### src/rtl/instruction_fetch.sv
// -----------------------------------------------------------------------------
// instruction_fetch
//
// Fetch stage sitting directly in front of the instruction decoder. It holds
// the program counter and issues reads to a synchronous program memory with
// 1-cycle read latency. It latches the returned word into the instruction
// register and hands it to the decoder with a valid/ready handshake. Branch
// and jump redirects from the execute stage flush the stage and restart
// fetching at the target.
//
// Ports:
//   clk            system clock, all state updates on the rising edge
//   reset          synchronous, active-high reset
//   fetch_en       permits new memory reads
//   mem_addr       program memory read address (always the current pc)
//   mem_rd_en      read strobe, data appears on mem_rdata one cycle later
//   mem_rdata      program memory read data
//   redirect       branch/jump taken: flush and refetch from redirect_pc
//   redirect_pc    redirect target address
//   instr_out      latched instruction word
//   instr_pc       address instr_out was fetched from
//   instr_pc_plus1 instr_pc + 1, wrapping (link value for jal)
//   instr_valid    instr_out holds a valid, unconsumed instruction
//   instr_ready    consumer accepts instr_out this cycle
// -----------------------------------------------------------------------------
module instruction_fetch #(
  parameter int unsigned            WIDTH     = 16,
  parameter int unsigned            ADDR_BITS = 16,
  parameter logic [ADDR_BITS-1:0]   RESET_PC  = '0
) (
  input  logic                 clk,
  input  logic                 reset,
  input  logic                 fetch_en,
  output logic [ADDR_BITS-1:0] mem_addr,
  output logic                 mem_rd_en,
  input  logic [WIDTH-1:0]     mem_rdata,
  input  logic                 redirect,
  input  logic [ADDR_BITS-1:0] redirect_pc,
  output logic [WIDTH-1:0]     instr_out,
  output logic [ADDR_BITS-1:0] instr_pc,
  output logic [ADDR_BITS-1:0] instr_pc_plus1,
  output logic                 instr_valid,
  input  logic                 instr_ready
);

  typedef enum logic [1:0] {
    IDLE  = 2'd0,
    FETCH = 2'd1,
    WAIT  = 2'd2,
    HOLD  = 2'd3
  } state_t;

  localparam logic [ADDR_BITS-1:0] PC_ONE = ADDR_BITS'(1);

  state_t               state;
  logic [ADDR_BITS-1:0] pc;

  // The read strobe is decoded straight from the state so the memory sees the
  // request in the same cycle the FSM is in FETCH; the data lands in WAIT.
  assign mem_rd_en      = (state == FETCH) && fetch_en;
  assign mem_addr       = pc;
  assign instr_pc_plus1 = instr_pc + PC_ONE;

  // NOTE: every register here is updated with non-blocking assignments so all
  // right-hand sides see pre-edge values regardless of statement order.
  always_ff @(posedge clk) begin
    if (reset) begin
      state       <= IDLE;
      pc          <= RESET_PC;
      instr_out   <= '0;
      instr_pc    <= '0;
      instr_valid <= 1'b0;
    end else begin
      unique case (state)
        IDLE: begin
          // A redirect while idle only retargets the pc; the state still
          // follows fetch_en.
          if (redirect) pc <= redirect_pc;
          state <= fetch_en ? FETCH : IDLE;
        end

        FETCH: begin
          if (redirect) begin
            // Any read issued this cycle still completes; its data returns
            // while we sit in FETCH again and is simply never captured.
            pc          <= redirect_pc;
            instr_valid <= 1'b0;
            state       <= FETCH;
          end else begin
            state <= fetch_en ? WAIT : FETCH;
          end
        end

        WAIT: begin
          if (redirect) begin
            // Wrong-path word: drop it and keep the previous instr_out.
            pc          <= redirect_pc;
            instr_valid <= 1'b0;
            state       <= FETCH;
          end else begin
            instr_out   <= mem_rdata;
            instr_pc    <= pc;
            pc          <= pc + PC_ONE;
            instr_valid <= 1'b1;
            state       <= HOLD;
          end
        end

        HOLD: begin
          if (redirect) begin
            // Covers the ready=1 case too: the word counts as consumed and the
            // redirect still takes effect.
            pc          <= redirect_pc;
            instr_valid <= 1'b0;
            state       <= FETCH;
          end else if (instr_ready) begin
            instr_valid <= 1'b0;
            state       <= FETCH;
          end
        end

        default: state <= IDLE;
      endcase
    end
  end

endmodule

### config.mk
export PLATFORM = sky130hd
export DESIGN_NAME = instruction_fetch
export DESIGN_NICKNAME = d
export VERILOG_FILES = /design/src/rtl/instruction_fetch.sv
export SDC_FILE = /design/constraint.sdc
export NUM_CORES = 1
export LEC_CHECK = 0
export ABC_AREA = 1
export BUFFER_PORTS_ARGS = -buffer_cell sky130_fd_sc_hd__buf_2
export CAP_MARGIN = 20
export CORE_MARGIN = 10
export CORE_UTILIZATION = 53
export CTS_CLUSTER_DIAMETER = 80
export DETAILED_ROUTE_END_ITERATION = 12
export PLACE_DENSITY = 0.92
export SLEW_MARGIN = 10
export SYNTH_ARGS = -nofsm -noshare
export SYNTH_HDL_FRONTEND = slang
export SYNTH_SLANG_ARGS = --single-unit
### constraint.sdc
create_clock -name clk -period 3.05 [get_ports clk]
set_input_delay 0 -clock clk [delete_from_list [all_inputs] [get_ports clk]]
set_output_delay 0 -clock clk [all_outputs]
set_load 0.05 [all_outputs]
# ---- Word level (Yosys, flattened, before mapping)
# Cells that the tools add are included.
dict set report word_totals {
  out_inout_bits 66
  elab_cells 35
  register_bits 51
  inputBits 37
}
dict set report op_classes {
  n_mux 15
  bitwise_logic 1
  reduce_logical 6
  n_addsub 2
  n_eq_ne 6
}
# operator n
set op_table {}
lappend op_table {{$add A16 B1 Y16 const B} 2}
lappend op_table {{$mux W16} 2}
lappend op_table {{$pmux W16 S2} 1}
lappend op_table {{$mux W2} 5}
lappend op_table {{$pmux W2 S4} 1}
lappend op_table {{$mux W1} 5}
lappend op_table {{$eq A2 B2 Y1 const B} 2}
lappend op_table {{$ne A3 B3 Y1 const B} 1}
lappend op_table {{$pmux W1 S3} 1}
lappend op_table {{$reduce_and A3 Y1} 1}
lappend op_table {{$reduce_bool A3 Y1} 1}
lappend op_table {{$reduce_or A3 Y1} 1}
lappend op_table {{$eq A2 B1 Y1 const B} 1}
lappend op_table {{$logic_not A2 Y1} 1}
lappend op_table {{$ne A2 B1 Y1 const B} 1}
lappend op_table {{$ne A2 B2 Y1 const B} 1}
lappend op_table {{$reduce_and A2 Y1} 1}
lappend op_table {{$logic_and A1 B1 Y1} 1}
lappend op_table {{$not A1 Y1} 1}

# ---- Longest topological paths before layout
dict set report depth {
  ltp_word 3
  ltp_mapped 9
  mapped_depth_nobuf 9
}

# ---- Worst setup path before layout
# Ideal clock, no wire load.
dict set report synth_path {
  path_type {register to output}
  from {register instr_pc[1]}
  to {output port instr_pc_plus1[10]}
  arrival_time_ns 2.102
  path_buffers 0
  stages_incl_launch_ff 6
  path_slack_ns 0.948
  required_time_ns 3.050
  cell_sequence {dfxtp_1 > ha_1 > nand2_1 > nor3_1 > nand3_1 > xor2_1}
}
dict set report synth_via {
  elab_chain_len 1
}
# item line_no
set synth_rtl {}
lappend synth_rtl {{start: declaration} 40} ;# output logic [ADDR_BITS-1:0] instr_pc,
lappend synth_rtl {{start signal: assignment} 102} ;# instr_pc <= pc;
lappend synth_rtl {{$add A16 B1 Y16} 62} ;# assign instr_pc_plus1 = instr_pc + PC_ONE;
lappend synth_rtl {{end: declaration} 41} ;# output logic [ADDR_BITS-1:0] instr_pc_plus1,
# No other way between the ends.

# ---- Worst setup path after layout
dict set report layout_path {
  from {register instr_pc[0]}
  to {output port instr_pc_plus1[12]}
}
# The elaborated chain is that of the path after synthesis.

==> run metrics <==
worst clock skew=0.0116 ns; core area=5040 µm²; GP Congestion=0.920; P_leak=1.69 nW; CTS tree=done; register area share after synthesis=0.376; fin util=0.696; endpoints failing setup=0; H-tree depth=2; type of the tightest min-delay check=in -> reg; Residual DRC=0; sequential share of power=0.501; fillcell total=403; maximum vdd drop=0.000230 V; Chip Width=91.6 µm; flop and latch count out of synthesis=51; starting density of the core=0.539; Tmin final=1.79 ns; CP Launch Type=flip-flop; Switching Share=0.297; slowest stage delay, CP=0.40 ns; Layout Nets=564; synth-to-layout area growth=29.2%; Max Cap Viol=0; Post-Syn Instances=411; cts repair resizes=0; Final Slew Violations=0; vias in the first global route=2,867; post-synth cell types=29; Congestion Overflow GR=0; Placement Rows=26; worst skew pair latency=0.31 ns; post-route antenna net violation count=0; crit-path cells=ha_1 -> nand2_1 -> nor2_1 -> nand3_1 -> xor2_1 -> buf_2; share of post-route cells with drive strength above 1=0.223; top cell family by delay on the critical path=simple AND/OR/NAND/NOR gates; Post-DP HPWL=6150 µm; Slew HR=0.587; net switching power=0.427 mW; YS warnings=0; Max clock buf depth=2; die area=8390 µm²; Initial DRC Count=306; Net Count, Synth=450; Crit Path Category=reg -> out; DRT Pass-1 Iters=7; clock-pin slew on the worst setup and hold paths=0.09 ns; DR vias/cell=5.34; overall routing resource usage=0.203; chip height=91.6 µm; final setup TNS=0 ns; unrepaired setup endpoints after global routing=no; Ports=103; Final Hold Fails=0; fmax=557 MHz; global-route wire length before repair=14,200 µm; Ant. Diodes=0; outcome=finished, final reports clean; worst path bufs/invs=1; PortBufs=102; syn avg cell area=6.61 µm²; Critical Path Fanout Max=4; post-CTS setup buffers=0; drt total wl=9120 µm; Pwr Density=409 nW/µm²; final period utilization=0.588; Num CTS Buffers=5; Int Pwr=1.01 mW; Worst-Margin Slew=0.619 ns; critical path arrival=1.79 ns; largest net degree at the start of global routing=58; combinational power share=0.178; Setup crit end kind=output port; Worst EP required=3.05 ns; Clk pwr share=0.321; routed len/inst=15.3 µm; Synth Cell Area=2720 µm²; hold_ws=0.0102 ns; Clock Root Buffer=clkbuf_8; Slowest cell on crit path=dfxtp_1; clk sinks=51; detailed-route via count=3,175; initial antenna violation count=0
==> per-layer routing <==
metal | vias up | global-route usage | routed length, µm
met1 | 1425 | 0.222 | 3360
li1 | 1530 | - | -
met5 | - | 0 | 0
met2 | 182 | 0.352 | 4500
met4 | 0 | 0.112 | 393
met3 | 38 | 0.0494 | 857
==> cell type report <==
type,count,area [µm²],share of cell area
sequential,51,1020,0.291
clock buffer,6,72.6,0.0207
timing repair buffer,124,728,0.207
multi-input combinational,289,1370,0.389
tap,70,87.6,0.0249
clock inverter,1,30.0,0.00855
inverter,54,205,0.0584
==> per-stage QoR <==
step	area (µm²)	total power, mW	cells	setup WS [ns]
4_1_cts	3510	1.43	595	1.25
6_report	3510	1.43	595	1.26
2_1_floorplan	2720	0.893	411	0.948
3_3_place_gp	3200	0.957	567	1.57
3_5_place_dp	3200	0.961	567	1.50
5_1_grt	3510	1.49	595	1.10
==> path summary, 6_finish.rpt <==
check	cells past startpoint	endpoint	slack [ns]	from
worst min register to register	2	instr_out[5]	0.47	instr_out[5]
worst min-delay path	5	mem_addr[13]	0.01	redirect_pc[13]
worst max-delay path	6	instr_pc_plus1[12]	1.26	instr_pc[0]
worst max register to register	6	mem_addr[3]	1.46	state[0]
==> state kept, by name, summed over array words and instances, names as in the netlist <==
name         cells
instr_pc        16
mem_addr        16
state            2
instr_valid      1
instr_out       16
==> cell usage after synthesis <==
cell	count	area, µm²
nand2_1	111	417
nor2_1	52	195
dfxtp_1	51	1020
inv_1	51	191
a21oi_1	28	140
nand3_1	27	135
o21ai_0	24	120
xor2_1	12	105
a211oi_1	9	67.6
nor3_1	9	45.0
buf_6	7	78.8
clkbuf_1	5	18.8
buf_2	4	20.0
o21ai_1	3	15.0
ha_1	2	25.0
inv_2	2	7.51
or2_2	2	12.5
a211oi_2	1	12.5
a311oi_1	1	8.76
a31oi_1	1	6.26
buf_4	1	7.51
inv_4	1	6.26
nand3_4	1	17.5
nand3b_1	1	7.51
nand4_1	1	6.26
nor2_2	1	6.26
o211ai_1	1	7.51
o21bai_1	1	7.51
o221ai_1	1	8.76
==> what timing repair did <==
item,CTS,global route
setup endpoints to repair,0,0
hold buffers,21,0
hold endpoints to repair,21,0
==> power by group through the flow <==
stage               Sequential [mW]  Clock, mW  Combinational (mW)
global placement              0.731          0               0.225
floorplan                     0.799          0              0.0949
finish                        0.719      0.461               0.255
global route                  0.723      0.491               0.273
detailed placement            0.732          0               0.229
CTS                           0.717      0.464               0.251
==> worst register-to-register path, stage by stage, from the launching register on <==
cell and delay, ns:
dfxtp_1 0.36, inv_2 0.12, nand2_1 0.10, nand2_1 0.43
inv_1 0.17, nor3_1 0.24, nor3_1 0.07
==> cell usage in the layout, fill, tap and decap left out <==
master / n
a211oi_1: 9
a211oi_2: 1
a21oi_1: 28
a311oi_1: 1
a31oi_1: 1
buf_2: 102
buf_4: 1
bufinv_16: 1
clkbuf_1: 1
clkbuf_8: 5
dfxtp_1: 51
dlygate4sd3_1: 21
ha_1: 2
inv_1: 51
inv_2: 2
inv_4: 1
nand2_1: 111
nand3_1: 27
nand3_4: 1
nand3b_1: 1
nand4_1: 1
nor2_1: 52
nor2_2: 1
nor3_1: 9
o211ai_1: 1
o21ai_0: 24
o21ai_1: 3
o21bai_1: 1
o221ai_1: 1
or2_2: 2
xor2_1: 12
==> kinds of logic (layout without fill, tap and decap cells) <==
kind of cell	count (synthesis)	in the layout	share of synthesized area
xor+xnor	12	12	0.0387
flops	51	51	0.376
simple gates	205	205	0.310
buf+inv	71	185	0.122
fa+ha+maj	2	2	0.00921
compound gates	70	70	0.145
(Power assumes the default switching activity.)
